**config.mk**
```make
export PLATFORM = sky130hd
export DESIGN_NAME = sodor_mem_arbiter_flat
export DESIGN_NICKNAME = d
export VERILOG_FILES = /design/src/rtl/sodor_mem_pkg.sv /design/src/rtl/sodor_mem_arbiter_if.sv /design/src/rtl/sodor_mem_arb_tag_fifo.sv /design/src/rtl/sodor_mem_arbiter.sv /design/src/flat_wrapper.sv
export SDC_FILE = /design/constraint.sdc
export NUM_CORES = 1
export LEC_CHECK = 0
export CORE_AREA = 5 5 106 108
export DETAILED_ROUTE_END_ITERATION = 6
export DIE_AREA = 0 0 111 113
export PLACE_DENSITY_LB_ADDON = 0.1
export SYNTH_ARGS = -nofsm -noshare
export SYNTH_HDL_FRONTEND = slang
export SYNTH_SLANG_ARGS = --single-unit
```
**constraint.sdc**
```tcl
create_clock -name clock -period 2.2 [get_ports clock]
set_clock_uncertainty 0.2 [all_clocks]
set_input_delay 0.44 -clock clock [delete_from_list [all_inputs] [get_ports clock]]
set_output_delay 0.44 -clock clock [all_outputs]
set_load 0.01 [all_outputs]
```
**src/rtl/sodor_mem_pkg.sv**
```systemverilog
// Shared definitions for the Sodor memory arbiter slice: memory function
// and access-size codes plus the helper that sizes port tags.
// Optional feature macro used by the arbiter: SODOR_MEM_ARB_PERF_EN.
package sodor_mem_pkg;

    localparam logic M_XRD = 1'b0;
    localparam logic M_XWR = 1'b1;

    localparam int TYP_W = 3;

    localparam logic [TYP_W-1:0] MT_B  = 3'd1;
    localparam logic [TYP_W-1:0] MT_H  = 3'd2;
    localparam logic [TYP_W-1:0] MT_W  = 3'd3;
    localparam logic [TYP_W-1:0] MT_BU = 3'd5;
    localparam logic [TYP_W-1:0] MT_HU = 3'd6;

    // A single-port arbiter still needs a one-bit tag so vectors never collapse to zero width.
    function automatic int port_tag_width(input int nports);
        return (nports <= 1) ? 1 : $clog2(nports);
    endfunction

endpackage

```
**src/rtl/sodor_mem_arbiter_if.sv**
```systemverilog
// Bundle of the requester-side and memory-side handshake signals of the
// Sodor memory arbiter. The arbiter takes the slave view; whatever drives
// the requests and models the memory takes the master view.
interface sodor_mem_arbiter_if
    import sodor_mem_pkg::*;
#(
    parameter int NPORTS = 2,
    parameter int XLEN   = 32
);
    logic [NPORTS-1:0]       io_port_req_valid;
    logic [NPORTS-1:0]       io_port_req_ready;
    logic [NPORTS*XLEN-1:0]  io_port_req_bits_addr;
    logic [NPORTS*XLEN-1:0]  io_port_req_bits_data;
    logic [NPORTS-1:0]       io_port_req_bits_fcn;
    logic [NPORTS*TYP_W-1:0] io_port_req_bits_typ;
    logic [NPORTS-1:0]       io_port_resp_valid;
    logic [XLEN-1:0]         io_port_resp_bits_data;

    logic                    io_mem_req_valid;
    logic                    io_mem_req_ready;
    logic [XLEN-1:0]         io_mem_req_bits_addr;
    logic [XLEN-1:0]         io_mem_req_bits_data;
    logic                    io_mem_req_bits_fcn;
    logic [TYP_W-1:0]        io_mem_req_bits_typ;
    logic                    io_mem_resp_valid;
    logic [XLEN-1:0]         io_mem_resp_bits_data;

    logic                    io_err_orphan_resp;

    modport slave (
        input  io_port_req_valid, io_port_req_bits_addr, io_port_req_bits_data,
               io_port_req_bits_fcn, io_port_req_bits_typ,
               io_mem_req_ready, io_mem_resp_valid, io_mem_resp_bits_data,
        output io_port_req_ready, io_port_resp_valid, io_port_resp_bits_data,
               io_mem_req_valid, io_mem_req_bits_addr, io_mem_req_bits_data,
               io_mem_req_bits_fcn, io_mem_req_bits_typ, io_err_orphan_resp
    );

    modport master (
        output io_port_req_valid, io_port_req_bits_addr, io_port_req_bits_data,
               io_port_req_bits_fcn, io_port_req_bits_typ,
               io_mem_req_ready, io_mem_resp_valid, io_mem_resp_bits_data,
        input  io_port_req_ready, io_port_resp_valid, io_port_resp_bits_data,
               io_mem_req_valid, io_mem_req_bits_addr, io_mem_req_bits_data,
               io_mem_req_bits_fcn, io_mem_req_bits_typ, io_err_orphan_resp
    );

endinterface

```
**src/rtl/sodor_mem_arb_tag_fifo.sv**
```systemverilog
// In-order FIFO of requester tags for requests that are still waiting for
// their memory response. Head is the owner of the next response.
module sodor_mem_arb_tag_fifo
    import sodor_mem_pkg::*;
#(
    parameter int DEPTH = 4,
    parameter int TAG_W = 1
) (
    input  logic                     clock,
    input  logic                     reset,
    input  logic                     push,
    input  logic [TAG_W-1:0]         push_tag,
    input  logic                     pop,
    output logic [TAG_W-1:0]         head,
    output logic [$clog2(DEPTH):0]   count,
    output logic                     full,
    output logic                     empty
);
    localparam int PTR_W = $clog2(DEPTH);

    logic [TAG_W-1:0] tags [DEPTH];
    logic [PTR_W-1:0] wr_ptr;
    logic [PTR_W-1:0] rd_ptr;
    logic             push_ok;
    logic             pop_ok;

    assign full    = (count == (PTR_W+1)'(DEPTH));
    assign empty   = (count == '0);
    assign push_ok = push && !full;
    assign pop_ok  = pop && !empty;
    assign head    = tags[rd_ptr];

    // Pointers wrap naturally; a simultaneous push and pop leaves the count alone.
    always_ff @(posedge clock or negedge reset) begin
        if (!reset) begin
            wr_ptr <= '0;
            rd_ptr <= '0;
            count  <= '0;
        end else begin
            if (push_ok) wr_ptr <= wr_ptr + 1'b1;
            if (pop_ok)  rd_ptr <= rd_ptr + 1'b1;
            if (push_ok && !pop_ok)      count <= count + 1'b1;
            else if (pop_ok && !push_ok) count <= count - 1'b1;
        end
    end

    // Tag storage needs no reset: entries are only read once the count covers them.
    always_ff @(posedge clock) begin
        if (push_ok) tags[wr_ptr] <= push_tag;
    end

endmodule

```
**src/rtl/sodor_mem_arbiter.sv**
```systemverilog
// Round-robin arbiter merging NPORTS Sodor memory request streams onto one
// memory port, routing in-order responses back through a tag FIFO.
// Optional: define SODOR_MEM_ARB_PERF_EN to add per-port grant counters.
module sodor_mem_arbiter
    import sodor_mem_pkg::*;
#(
    parameter int NPORTS = 2,
    parameter int XLEN   = 32,
    parameter int DEPTH  = 4
) (
    input  logic                   clock,
    input  logic                   reset,
    sodor_mem_arbiter_if.slave     bus
`ifdef SODOR_MEM_ARB_PERF_EN
    ,
    output logic [NPORTS*32-1:0]   io_perf_grant_cnt
`endif
);
    localparam int TAG_W = port_tag_width(NPORTS);
    localparam int PTR_W = $clog2(DEPTH);

    logic [TAG_W-1:0]    rr_ptr;
    logic [TAG_W-1:0]    winner;
    logic [TAG_W-1:0]    fifo_head;
    logic [PTR_W:0]      fifo_count;
    logic                fifo_full;
    logic                fifo_empty;
    logic                found;
    logic                handshake;
    logic                pop;
    logic                orphan_q;
    logic [2*NPORTS-1:0] valid_rot;

    // Search for the first valid port at or after rr_ptr, wrapping around.
    always_comb begin
        int w;
        w         = 0;
        found     = 1'b0;
        winner    = '0;
        valid_rot = {bus.io_port_req_valid, bus.io_port_req_valid} >> rr_ptr;
        for (int i = NPORTS - 1; i >= 0; i--) begin
            if (valid_rot[i]) begin
                w = int'(rr_ptr) + i;
                if (w >= NPORTS) w = w - NPORTS;
                found  = 1'b1;
                winner = TAG_W'(w);
            end
        end
    end

    assign bus.io_mem_req_valid = reset && found && !fifo_full;
    assign handshake            = bus.io_mem_req_valid && bus.io_mem_req_ready;
    assign pop                  = reset && bus.io_mem_resp_valid && (fifo_count != '0);

    // Steer the winner's fields to memory and fan out ready and response strobes.
    always_comb begin
        bus.io_mem_req_bits_addr = '0;
        bus.io_mem_req_bits_data = '0;
        bus.io_mem_req_bits_fcn  = 1'b0;
        bus.io_mem_req_bits_typ  = '0;
        bus.io_port_req_ready    = '0;
        bus.io_port_resp_valid   = '0;
        for (int j = 0; j < NPORTS; j++) begin
            if (reset && found && winner == TAG_W'(j)) begin
                bus.io_mem_req_bits_addr = bus.io_port_req_bits_addr[j*XLEN +: XLEN];
                bus.io_mem_req_bits_data = bus.io_port_req_bits_data[j*XLEN +: XLEN];
                bus.io_mem_req_bits_fcn  = bus.io_port_req_bits_fcn[j];
                bus.io_mem_req_bits_typ  = bus.io_port_req_bits_typ[j*TYP_W +: TYP_W];
            end
            bus.io_port_req_ready[j]  = handshake && (winner == TAG_W'(j));
            bus.io_port_resp_valid[j] = pop && (fifo_head == TAG_W'(j));
        end
    end

    assign bus.io_port_resp_bits_data = reset ? bus.io_mem_resp_bits_data : '0;
    assign bus.io_err_orphan_resp     = orphan_q;

    // Advance the round-robin pointer past each granted port.
    always_ff @(posedge clock or negedge reset) begin
        if (!reset) begin
            rr_ptr <= '0;
        end else if (handshake) begin
            rr_ptr <= (winner == TAG_W'(NPORTS - 1)) ? '0 : winner + 1'b1;
        end
    end

    // A response with nothing outstanding is latched as an error until reset.
    always_ff @(posedge clock or negedge reset) begin
        if (!reset) begin
            orphan_q <= 1'b0;
        end else if (bus.io_mem_resp_valid && fifo_empty) begin
            orphan_q <= 1'b1;
        end
    end

    sodor_mem_arb_tag_fifo #(
        .DEPTH (DEPTH),
        .TAG_W (TAG_W)
    ) u_tag_fifo (
        .clock    (clock),
        .reset    (reset),
        .push     (handshake),
        .push_tag (winner),
        .pop      (pop),
        .head     (fifo_head),
        .count    (fifo_count),
        .full     (fifo_full),
        .empty    (fifo_empty)
    );

`ifdef SODOR_MEM_ARB_PERF_EN
    logic [31:0] grant_cnt [NPORTS];

    // Free-running per-port grant counters, wrapping at 2^32.
    always_ff @(posedge clock or negedge reset) begin
        if (!reset) begin
            for (int j = 0; j < NPORTS; j++) grant_cnt[j] <= '0;
        end else begin
            for (int j = 0; j < NPORTS; j++) begin
                if (handshake && winner == TAG_W'(j)) grant_cnt[j] <= grant_cnt[j] + 1'b1;
            end
        end
    end

    for (genvar g = 0; g < NPORTS; g++) begin : g_perf
        assign io_perf_grant_cnt[g*32 +: 32] = grant_cnt[g];
    end
`endif

endmodule

```
**src/flat_wrapper.sv**
```systemverilog
// flat-port wrapper written by rule: the top's interface ports become plain ports
module sodor_mem_arbiter_flat import sodor_mem_pkg::*;
#(
    parameter int NPORTS = 2,
    parameter int XLEN   = 32,
    parameter int DEPTH  = 4
)
  (clock, reset, bus_io_port_req_valid, bus_io_port_req_bits_addr, bus_io_port_req_bits_data, bus_io_port_req_bits_fcn, bus_io_port_req_bits_typ, bus_io_mem_req_ready, bus_io_mem_resp_valid, bus_io_mem_resp_bits_data, bus_io_port_req_ready, bus_io_port_resp_valid, bus_io_port_resp_bits_data, bus_io_mem_req_valid, bus_io_mem_req_bits_addr, bus_io_mem_req_bits_data, bus_io_mem_req_bits_fcn, bus_io_mem_req_bits_typ, bus_io_err_orphan_resp);
  sodor_mem_arbiter_if #(.NPORTS(NPORTS), .XLEN(XLEN)) bus_i ();
  input  logic clock;
  input  logic reset;
  input wire logic [$bits(bus_i.io_port_req_valid)-1:0] bus_io_port_req_valid;
  input wire logic [$bits(bus_i.io_port_req_bits_addr)-1:0] bus_io_port_req_bits_addr;
  input wire logic [$bits(bus_i.io_port_req_bits_data)-1:0] bus_io_port_req_bits_data;
  input wire logic [$bits(bus_i.io_port_req_bits_fcn)-1:0] bus_io_port_req_bits_fcn;
  input wire logic [$bits(bus_i.io_port_req_bits_typ)-1:0] bus_io_port_req_bits_typ;
  input wire logic [$bits(bus_i.io_mem_req_ready)-1:0] bus_io_mem_req_ready;
  input wire logic [$bits(bus_i.io_mem_resp_valid)-1:0] bus_io_mem_resp_valid;
  input wire logic [$bits(bus_i.io_mem_resp_bits_data)-1:0] bus_io_mem_resp_bits_data;
  output wire logic [$bits(bus_i.io_port_req_ready)-1:0] bus_io_port_req_ready;
  output wire logic [$bits(bus_i.io_port_resp_valid)-1:0] bus_io_port_resp_valid;
  output wire logic [$bits(bus_i.io_port_resp_bits_data)-1:0] bus_io_port_resp_bits_data;
  output wire logic [$bits(bus_i.io_mem_req_valid)-1:0] bus_io_mem_req_valid;
  output wire logic [$bits(bus_i.io_mem_req_bits_addr)-1:0] bus_io_mem_req_bits_addr;
  output wire logic [$bits(bus_i.io_mem_req_bits_data)-1:0] bus_io_mem_req_bits_data;
  output wire logic [$bits(bus_i.io_mem_req_bits_fcn)-1:0] bus_io_mem_req_bits_fcn;
  output wire logic [$bits(bus_i.io_mem_req_bits_typ)-1:0] bus_io_mem_req_bits_typ;
  output wire logic [$bits(bus_i.io_err_orphan_resp)-1:0] bus_io_err_orphan_resp;
  assign bus_i.io_port_req_valid = bus_io_port_req_valid;
  assign bus_i.io_port_req_bits_addr = bus_io_port_req_bits_addr;
  assign bus_i.io_port_req_bits_data = bus_io_port_req_bits_data;
  assign bus_i.io_port_req_bits_fcn = bus_io_port_req_bits_fcn;
  assign bus_i.io_port_req_bits_typ = bus_io_port_req_bits_typ;
  assign bus_i.io_mem_req_ready = bus_io_mem_req_ready;
  assign bus_i.io_mem_resp_valid = bus_io_mem_resp_valid;
  assign bus_i.io_mem_resp_bits_data = bus_io_mem_resp_bits_data;
  assign bus_io_port_req_ready = bus_i.io_port_req_ready;
  assign bus_io_port_resp_valid = bus_i.io_port_resp_valid;
  assign bus_io_port_resp_bits_data = bus_i.io_port_resp_bits_data;
  assign bus_io_mem_req_valid = bus_i.io_mem_req_valid;
  assign bus_io_mem_req_bits_addr = bus_i.io_mem_req_bits_addr;
  assign bus_io_mem_req_bits_data = bus_i.io_mem_req_bits_data;
  assign bus_io_mem_req_bits_fcn = bus_i.io_mem_req_bits_fcn;
  assign bus_io_mem_req_bits_typ = bus_i.io_mem_req_bits_typ;
  assign bus_io_err_orphan_resp = bus_i.io_err_orphan_resp;
  sodor_mem_arbiter #(.NPORTS(NPORTS), .XLEN(XLEN), .DEPTH(DEPTH)) u_core (.clock(clock), .reset(reset), .bus(bus_i));
endmodule
```
[After elaboration in Yosys (flattened, before gate mapping)]
Memories as Yosys holds them, arrays and structs flattened.
Index checks and enable logic that the tools add are counted.
Storage, ports and cells
  bits in writable memories: 4
  memories kept: 1
  output and inout bits: 106
  flip-flop bits (word level): 9
Memory list
  u_core.u_tag_fifo.tags: depth 4, width 1, rd ports 1, clocked after Yosys merged registers in 0, write ports 1, RTL line sodor_mem_arb_tag_fifo.sv:21  | logic [TAG_W-1:0] tags [DEPTH];
Cells by class
  shift operators: 1
  equality and inequality tests: 1
  $add $sub $neg: 8
  mux-type cells: 20
  bitwise operators: 2
  $lt $le $gt $ge: 2
  reduce and logical (&&, ||, !) cells: 23
Operators by type and width (count)
  two-way mux 32 bit: 5
  logical AND 1 bit: 16
  two-way mux 3 bit: 4
  two-way mux 1 bit: 11
  adder 2 x 1 -> 2 bit, second input constant: 2
  logical NOT 1 bit: 4
  right shift 4 x 1 -> 2 bit: 1
  adder 3 x 1 -> 3 bit, second input constant: 1
  == test 3 bit, second input constant: 1
  logical NOT 3 bit: 1
  nonzero test 3 bit: 1
  subtractor 3 x 1 -> 3 bit, second input constant: 1
  adder 1 x 1 -> 2 bit, second input constant: 1
  greater-or-equal comparator 1 x 2 -> 1 bit, second input constant: 1
  greater-or-equal comparator 2 bit, second input constant: 1
  inverter 1 bit: 2
  nonzero test 2 bit: 1
  subtractor 1 bit, second input constant: 2
  adder 1 bit, second input constant: 1

[Depth between registers and ports, before layout]
Gate-level depths: netlist of the first run.
  depth in word-level cells: 11
  gate-level depth with buffers: 9
  depth with buffers taken out: 8

[Modules after synthesis]
Synthesis of the first run repeated with hierarchy kept, for this count alone.
Unflattened totals
  cell total of the unflattened synthesis: 338
  area total of the unflattened synthesis: 2860.2 sq um
Modules (own cells, without submodules)
  sodor_mem_arbiter: instances 1, cells an instance 297, area an instance 2292.2 sq um
  sodor_mem_arb_tag_fifo: instances 1, cells an instance 41, area an instance 568.0 sq um

[Worst setup path before layout of the first run]
OpenSTA, ideal clock, no wires.
  path type: input -> register
  start: input port reset
  end: register u_core.u_tag_fifo.count[2]
  stages on the path: 9
  setup time: 79 ps
  slack: -40 ps
  arrival time: 1961 ps
  cell sequence: buf_4 o211ai_1 a21oi_4 ha_1 inv_1 fa_1 xor2_1 nor2_1 xor2_1
On the way
  cells in the longest elaborated chain, start to end: 7
  elaborated cells on any way between the ends: 13
  classes of those cells: mux: 1; reduce/logical: 12
Ends and longest elaborated chain
  start: declaration: RTL line flat_wrapper.sv:11  | input logic reset;
  logical AND 1 bit (*) (2 in a row): RTL line sodor_mem_arbiter.sv:51  | assign bus.io_mem_req_valid = reset && found && !fifo_full;
  logical AND 1 bit (*): RTL line sodor_mem_arbiter.sv:52  | assign handshake = bus.io_mem_req_valid && bus.io_mem_req_ready;
  logical AND 1 bit (*): RTL line sodor_mem_arb_tag_fifo.sv:29  | assign push_ok = push && !full;
  named net u_core.u_tag_fifo.push_ok: RTL line sodor_mem_arb_tag_fifo.sv:24  | logic push_ok;
  logical NOT 1 bit: RTL line sodor_mem_arb_tag_fifo.sv:43  | else if (pop_ok && !push_ok) count <= count - 1'b1;
  logical AND 1 bit: RTL line sodor_mem_arb_tag_fifo.sv:43
  nonzero test 2 bit (no line)
  end signal: assignment: RTL line sodor_mem_arb_tag_fifo.sv:42  | if (push_ok && !pop_ok) count <= count + 1'b1;
  end signal: assignment: RTL line sodor_mem_arb_tag_fifo.sv:43
  end: declaration: RTL line sodor_mem_arb_tag_fifo.sv:15  | output logic [$clog2(DEPTH):0] count,
The timed path passes the listed nets; every way through them passes the cells marked *.
A chain may end at the register's enable or synchronous reset.

[Worst setup path after layout of the first run]
  start: register u_core.rr_ptr
  end: output port bus_io_mem_req_bits_typ[0]
On the way
  cells in the longest elaborated chain, start to end: 9
  elaborated cells on any way between the ends: 18
  classes of those cells: add/sub: 3; order compare: 2; shift: 1; mux: 8; bitwise: 1; reduce/logical: 3
Ends and longest elaborated chain
  start: declaration: RTL line sodor_mem_arbiter.sv:22  | logic [TAG_W-1:0] rr_ptr;
  start signal: assignment: RTL line sodor_mem_arbiter.sv:83  | rr_ptr <= (winner == TAG_W'(NPORTS - 1)) ? '0 : winner + 1'b1;
  adder 1 x 1 -> 2 bit: RTL line sodor_mem_arbiter.sv:43  | w = int'(rr_ptr) + i;
  greater-or-equal comparator 2 bit / subtractor 1 bit (equally long branches): RTL line sodor_mem_arbiter.sv:44  | if (w >= NPORTS) w = w - NPORTS;
  two-way mux 1 bit: RTL line sodor_mem_arbiter.sv:44
  two-way mux 1 bit (2 in a row): RTL line sodor_mem_arbiter.sv:42  | if (valid_rot[i]) begin
  inverter 1 bit: RTL line sodor_mem_arbiter.sv:64  | if (reset && found && winner == TAG_W'(j)) begin
  logical AND 1 bit: RTL line sodor_mem_arbiter.sv:64
  two-way mux 3 bit: RTL line sodor_mem_arbiter.sv:64
  two-way mux 3 bit (*): RTL line sodor_mem_arbiter.sv:64
  end: declaration: RTL line flat_wrapper.sv:27  | output wire logic [$bits(bus_i.io_mem_req_bits_typ)-1:0] bus_io_mem_req_bits_typ;
Mark *: on every way between the ends. The rest lies on a longest branch, timed or not.

==> results of run 1 <==
[final timing paths]
| kind | startpoint | endpoint | depth (start not counted) |
|---|---|---|---|
| max in group asynchronous | reset | u_core.u_tag_fifo.count[1] | 3 |
| max reg2reg | u_core.u_tag_fifo.count[1] | u_core.u_tag_fifo.count[2] | 7 |
| min reg2reg | u_core.bus.io_err_orphan_resp | u_core.bus.io_err_orphan_resp | 1 |
| max | u_core.rr_ptr | bus_io_mem_req_bits_typ[0] | 9 |
| min | u_core.bus.io_err_orphan_resp | u_core.bus.io_err_orphan_resp | 1 |
| min in group asynchronous | reset | u_core.u_tag_fifo.wr_ptr[1] | 3 |
[cell type report]
class                           count  area, µm²
Inverter                            6      22.52
Sequential cell                    13      347.8
Clock buffer                        4      45.04
Multi-Input combinational cell    138       1184
Timing Repair Buffer              338       3349
Fill cell                         951       5020
Tap cell                          136      170.2
[metal layers]
metal / up-vias / share of wire (%) / GRT usage (%)
li1: 1326 / - / -
met1: 1295 / 38 / 22.05
met2: 127 / 53 / 35.68
met3: 23 / 6.7 / 4.545
met4: 2 / 2.1 / 3.366
met5: - / 0.15 / 0
[power by group]
part           leakage [nW]  total [mW]  internal, mW  switching (mW)
combinational          2.33        1.72          1.06           0.652
clock                0.0228       0.215         0.128          0.0867
sequential            0.137       0.437         0.349          0.0884
[what timing repair did]
item,in CTS,in global routing
buffers inserted,21,8
cloned,10,4
gates resized for setup,340,49
pin swaps,28,19
hold buffers,1,0
endpoints found under the setup margin,108,88
hold endpoints to repair,9,0
[state kept, by name (all words and copies together), names as in the netlist]
name and cells:
u_core.u_tag_fifo.tags 4, u_core.u_tag_fifo.wr_ptr 2, u_core.bus.io_err_orphan_resp 1, u_core.u_tag_fifo.count 3, u_core.u_tag_fifo.rd_ptr 2, u_core.rr_ptr 1
[per-stage QoR]
stage / setup slack (ns) / cell area [µm²] / setup TNS [ns]
floorplan: 0.02262 / 1652 / 0
global placement: -0.7389 / 4703 / -69.69
detailed placement: -0.7224 / 4703 / -68.71
CTS: -0.1500 / 4962 / -4.276
global route: -0.1817 / 5119 / -7.488
finish: -0.1356 / 5119 / -4.734
[cell usage in the layout, fill, tap and decap left out, types with 3 or more instances in the layout]
| master | n |
|---|---|
| ha_1 | 4 |
| dlygate4sd2_1 | 10 |
| and2_1 | 36 |
| xnor2_1 | 3 |
| clkdlybuf4s50_1 | 179 |
| buf_2 | 55 |
| buf_4 | 22 |
| buf_12 | 6 |
| clkbuf_8 | 3 |
| buf_6 | 37 |
| dfrtp_1 | 7 |
| nor2_1 | 3 |
| dlymetal6s2s_1 | 15 |
| a22o_1 | 68 |
| inv_1 | 5 |
| xor2_1 | 3 |
| edfxtp_1 | 4 |
| buf_16 | 8 |
[kinds of logic (layout without fill, tap and decap cells)]
logic type	Yosys count	after routing	synth area share, %
muxes	4	4	3.427
DFF	13	13	21.02
xor gates and xnor gates	6	6	3.199
buffers and inverters	25	348	9.139
and+or+nand+nor	44	44	15.92
adders and majority gates	6	6	5.027
AOI/OAI and AO/OA	78	78	42.27
==> impl_metrics.tcl, run 1 <==
set metrics [dict create \
    ys_ff_latch 13 \
    ys_types 29 \
    cts_tree "done" \
    fin_crit_ns 2.336 \
    clk-insertion-delay-late_ns 0.24 \
    avgRoutedWirePerCell_um 20.95 \
    cp.arrival_ns 1.70 \
    final_core_util_pct 50.49 \
    final-setup-viol-count 52 \
    clk_pin_slew_ns 0.06 \
    endpoint_kind "primary output" \
    max_cap_viol_count 0 \
    detail_route.first_pass.iterations 4 \
    hp-class "reg -> reg" \
    slew_viol_final 0 \
    path_cells "buf_6 > a21oi_4 > buf_6 > buf_6 > buf_12 > buf_16 > buf_6 > a22o_1 > buf_2" \
    grt_pass1_vias 2792 \
    slowest_stage "dfrtp_1" \
    cts_max_path_buffers 2 \
    via_per_inst 4.367 \
    grt_start_max_net_pins 27 \
    cp_top_family "buffers and inverters" \
    vias 2773 \
    place.gp.congestion 0.8856 \
    antenna_found_initial 1 \
    port_buffers 279 \
    synth_commonest_cells "68 x a22o_1, 37 x and2_1, 9 x dfrtp_1" \
    crit_type "reg -> out" \
    leakagePower_nw 2.488 \
    ios 280 \
    violations "negative setup slack" \
    r2r_slack_ns 0.04 \
    cts_max_level 1 \
    yosysTopAreaCell "a22o_1" \
    die_w_um 111 \
    worst-path-buf-inv 7 \
    placedCellCount 592 \
    place_hpwl_um 10200 \
    cp-start-kind "flip-flop" \
    critPathRequiredTime_ns 1.56 \
    synth_nets 356 \
    final_nets 680 \
    ys_seq_area_share_pct 21.02 \
    synth-async-reset-ratio_pct 69.23 \
    ir_worst_vdd_v 0.0004299 \
    status "finished, violations left" \
    max_slew_margin_pct 69.06 \
    gr-total-overflow 0 \
    core_um2 10140 \
    row_count 37 \
    finalCritPeriodShare_pct 106.2 \
    synth_area_leaders "a22o_1 36%, and2_1 14%, dfrtp_1 14%" \
    finalHoldViolations 0 \
    critical_path.max_stage_delay_ns 0.37 \
    track_usage_pct 18.97 \
    worst_slack_ns -0.1356 \
    drive_above_1_share_pct 30.66 \
    cp_common_cell "buf_6" \
    holdWs_ns 0.2599 \
    rsz0062_at_grt "true" \
    numClockSinks 13 \
    drc 0 \
    synth_top_area_share_pct 36.25 \
    cts-buffers-inserted 3 \
    fin_total_pwr_mw 2.369 \
    ant_nets 0 \
    grt_pass1_wl_um 18550 \
    dieArea_um2 12540 \
    avgSynthCellArea_um2 9.334 \
    syn_inst 176 \
    drt_iter0_drc 178 \
    start_util_pct 16.20 \
    synth-main-ff-cell "dfrtp_1" \
    root_buffer "clkbuf_8" \
    area_delta_synth_final_pct 211.6 \
    max_freq_mhz 428.2 \
    critPathMaxFanout 4 \
    worst_pin_slew_ns 0.4626 \
    die_h_um 113 \
    synth.most_common_cell "a22o_1" \
    yosys_warnings 0 \
    synthesis.area_um2 1643 \
    antenna_cells 0 \
    drt_wl_total_um 13300 \
    synth_edf_count 4 \
    fin_cells 635 \
    p_per_area_nw_per_um2 462.7 \
]
Note: power is estimated with default switching activity, not from simulation.
==> inputs of run 2 (changes only) <==
CTS_CLUSTER_DIAMETER = 30   (was not set)
GPL_TIMING_DRIVEN = 0   (was not set)
==> impl_metrics.tcl, run 2 (synthesis gave the netlist of run 1 again) <==
set metrics [dict create \
    max_slew_margin_pct 73.64 \
    final_nets 671 \
    fin_total_pwr_mw 2.182 \
    final_common_cell "clkdlybuf4s50_1" \
    critical_path.max_stage_delay_ns 0.44 \
    track_usage_pct 18.14 \
    crit_type "reg -> out" \
    grt_pass1_vias 2720 \
    holdPathEnd "u_core.bus.io_err_orphan_resp" \
    start_util_pct 16.20 \
    via_per_inst 4.227 \
    cp.arrival_ns 1.59 \
    ir_worst_vdd_v 0.0005158 \
    critPathRequiredTime_ns 1.56 \
    placed_area_um2 4614 \
    p_sw_uw 785.6 \
    r2r_end "u_core.u_tag_fifo.count[2]" \
    final_core_util_pct 48.01 \
    finalHoldViolations 0 \
    violations "negative setup slack" \
    mostFrequentLayoutCells "178 x clkdlybuf4s50_1, 68 x a22o_1, 59 x buf_2, 36 x and2_1, 25 x buf_6" \
    slowest_stage "dfrtp_2" \
    reg2reg_depth 7 \
    avgRoutedWirePerCell_um 20.19 \
    gr-total-overflow 0 \
    hp-class "reg -> reg" \
    vias 2646 \
    r2r_slack_ns 0.03 \
    cts-buffers-inserted 3 \
    pwr-share-clk_pct 9.5 \
    p_int_mw 1.396 \
    antenna_found_initial 1 \
    final_cell_area_um2 4867 \
    clk_pin_slew_ns 0.05 \
    place.gp.congestion 0.8762 \
    finalCritPeriodShare_pct 101.2 \
    max_freq_mhz 449.0 \
    die_h_um 113 \
    root_buffer "clkbuf_8" \
    largest_register_ffs 4 \
    clk-insertion-delay-late_ns 0.24 \
    fin_crit_ns 2.227 \
    detail_route.first_pass.iterations 4 \
    grt_start_max_net_pins 11 \
    drt_wl_total_um 12640 \
    largestRegisters "u_core.u_tag_fifo.tags x4, u_core.u_tag_fifo.count x3" \
    die_w_um 111 \
    largest-register "u_core.u_tag_fifo.tags" \
    holdPathStages 1 \
    cp-start-kind "flip-flop" \
    leakagePower_nw 2.408 \
    min_from "u_core.bus.io_err_orphan_resp" \
    cts_max_path_buffers 2 \
    cp_top_family "compound AO/OA/AOI/OAI gates" \
    endpoint_kind "primary output" \
    drive_above_1_share_pct 29.80 \
    slew_viol_final 0 \
    rr_startpoint "u_core.u_tag_fifo.count[0]" \
    drc 0 \
    max_cap_viol_count 0 \
    ios 280 \
    p_per_area_nw_per_um2 448.3 \
    final-setup-viol-count 23 \
    ant_nets 0 \
    critPathMaxFanout 8 \
    row_count 37 \
    place_hpwl_um 10270 \
    numClockSinks 13 \
    dieArea_um2 12540 \
    pwr-share-comb_pct 68.9 \
    grt_pass1_wl_um 17760 \
    antenna_cells 0 \
    worst_slack_ns -0.02738 \
    path_cells "o211a_4 > buf_12 > clkbuf_16 > a22o_1 > buf_6" \
    cts_max_level 1 \
    core_um2 10140 \
    area_delta_synth_final_pct 196.3 \
    worst_pin_slew_ns 0.3945 \
    rsz0062_at_grt "true" \
    port_buffers 279 \
    drt_iter0_drc 97 \
    sw_frac_of_total_pct 36.01 \
    cts_tree "done" \
    status "finished, violations left" \
    worst-path-buf-inv 3 \
    power_frac_seq_pct 21.7 \
]
run 2: worst reg2reg max path, cell delays in order, from the launching register on:
cell,delay [ns]
dfrtp_2,0.45
o311ai_4,0.44
ha_4,0.20
inv_2,0.04
fa_2,0.34
xor2_1,0.14
nor2_1,0.11
xor2_1,0.16
run 2: worst max path at each step:
stage / startpoint / depth (start not counted) / to
2_1_floorplan: reset / 9 / u_core.u_tag_fifo.count[2]
3_3_place_gp: reset / 8 / bus_io_mem_req_bits_data[30]
3_5_place_dp: reset / 8 / bus_io_mem_req_bits_typ[1]
4_1_cts: u_core.rr_ptr / 5 / bus_io_mem_req_bits_addr[3]
5_1_grt: u_core.rr_ptr / 5 / bus_io_mem_req_bits_data[23]
6_report: u_core.rr_ptr / 5 / bus_io_mem_req_bits_data[28]
run 2: timing repair:
item                       CTS  global route
setup endpoints to repair  114            60
hold buffers                 2             0
hold endpoints to repair     9             0
resized for setup          348            45
pin swaps                    7             5
buffers inserted            18             6
gates cloned                 6             2
run 2: cell type report:
cell class,instances,area [µm²]
fill,965,5271
timing repair buffer,311,2872
multi-input combinational,139,1212
sequential,13,350.3
buffer,17,195.2
tap,136,170.2
clock buffer,4,45.04
inverter,6,22.52
run 2: routing by layer:
metal,vias up,global-route usage [%],part of all wire (%)
li1,1304,-,-
met2,105,36.12,55
met1,1225,19.92,38
met3,10,4.171,5.5
met4,2,2.381,0.81
met5,-,0,0.10
run 2: stage by stage:
step / setup slack (ns) / hold WS, ns / instances / setup TNS (ns)
after global routing: -0.08156 / 0.2811 / 626 / -2.774
after CTS: -0.1544 / 0.2623 / 619 / -2.199
after global placement: -1.375 / 0.2407 / 591 / -121.85
after detailed placement: -1.391 / 0.2501 / 591 / -124.39
after floorplan: 0.02262 / -0.05559 / 176 / 0
final: -0.02738 / 0.2539 / 626 / -0.2494
run 2: power groups by stage:
stage | clock [mW] | sequential [mW] | combinational, mW
finish | 0.207 | 0.473 | 1.50
global route | 0.219 | 0.488 | 1.62
CTS | 0.215 | 0.492 | 1.42
detailed placement | 0 | 0.445 | 1.41
global placement | 0 | 0.444 | 1.41
floorplan | 0 | 0.432 | 0.616
==> inputs of run 3 (changes only) <==
SLEW_MARGIN = 20   (was not set)
==> results of run 3 <==
The final DEF is identical to that of run 2; final timing and power are the same.
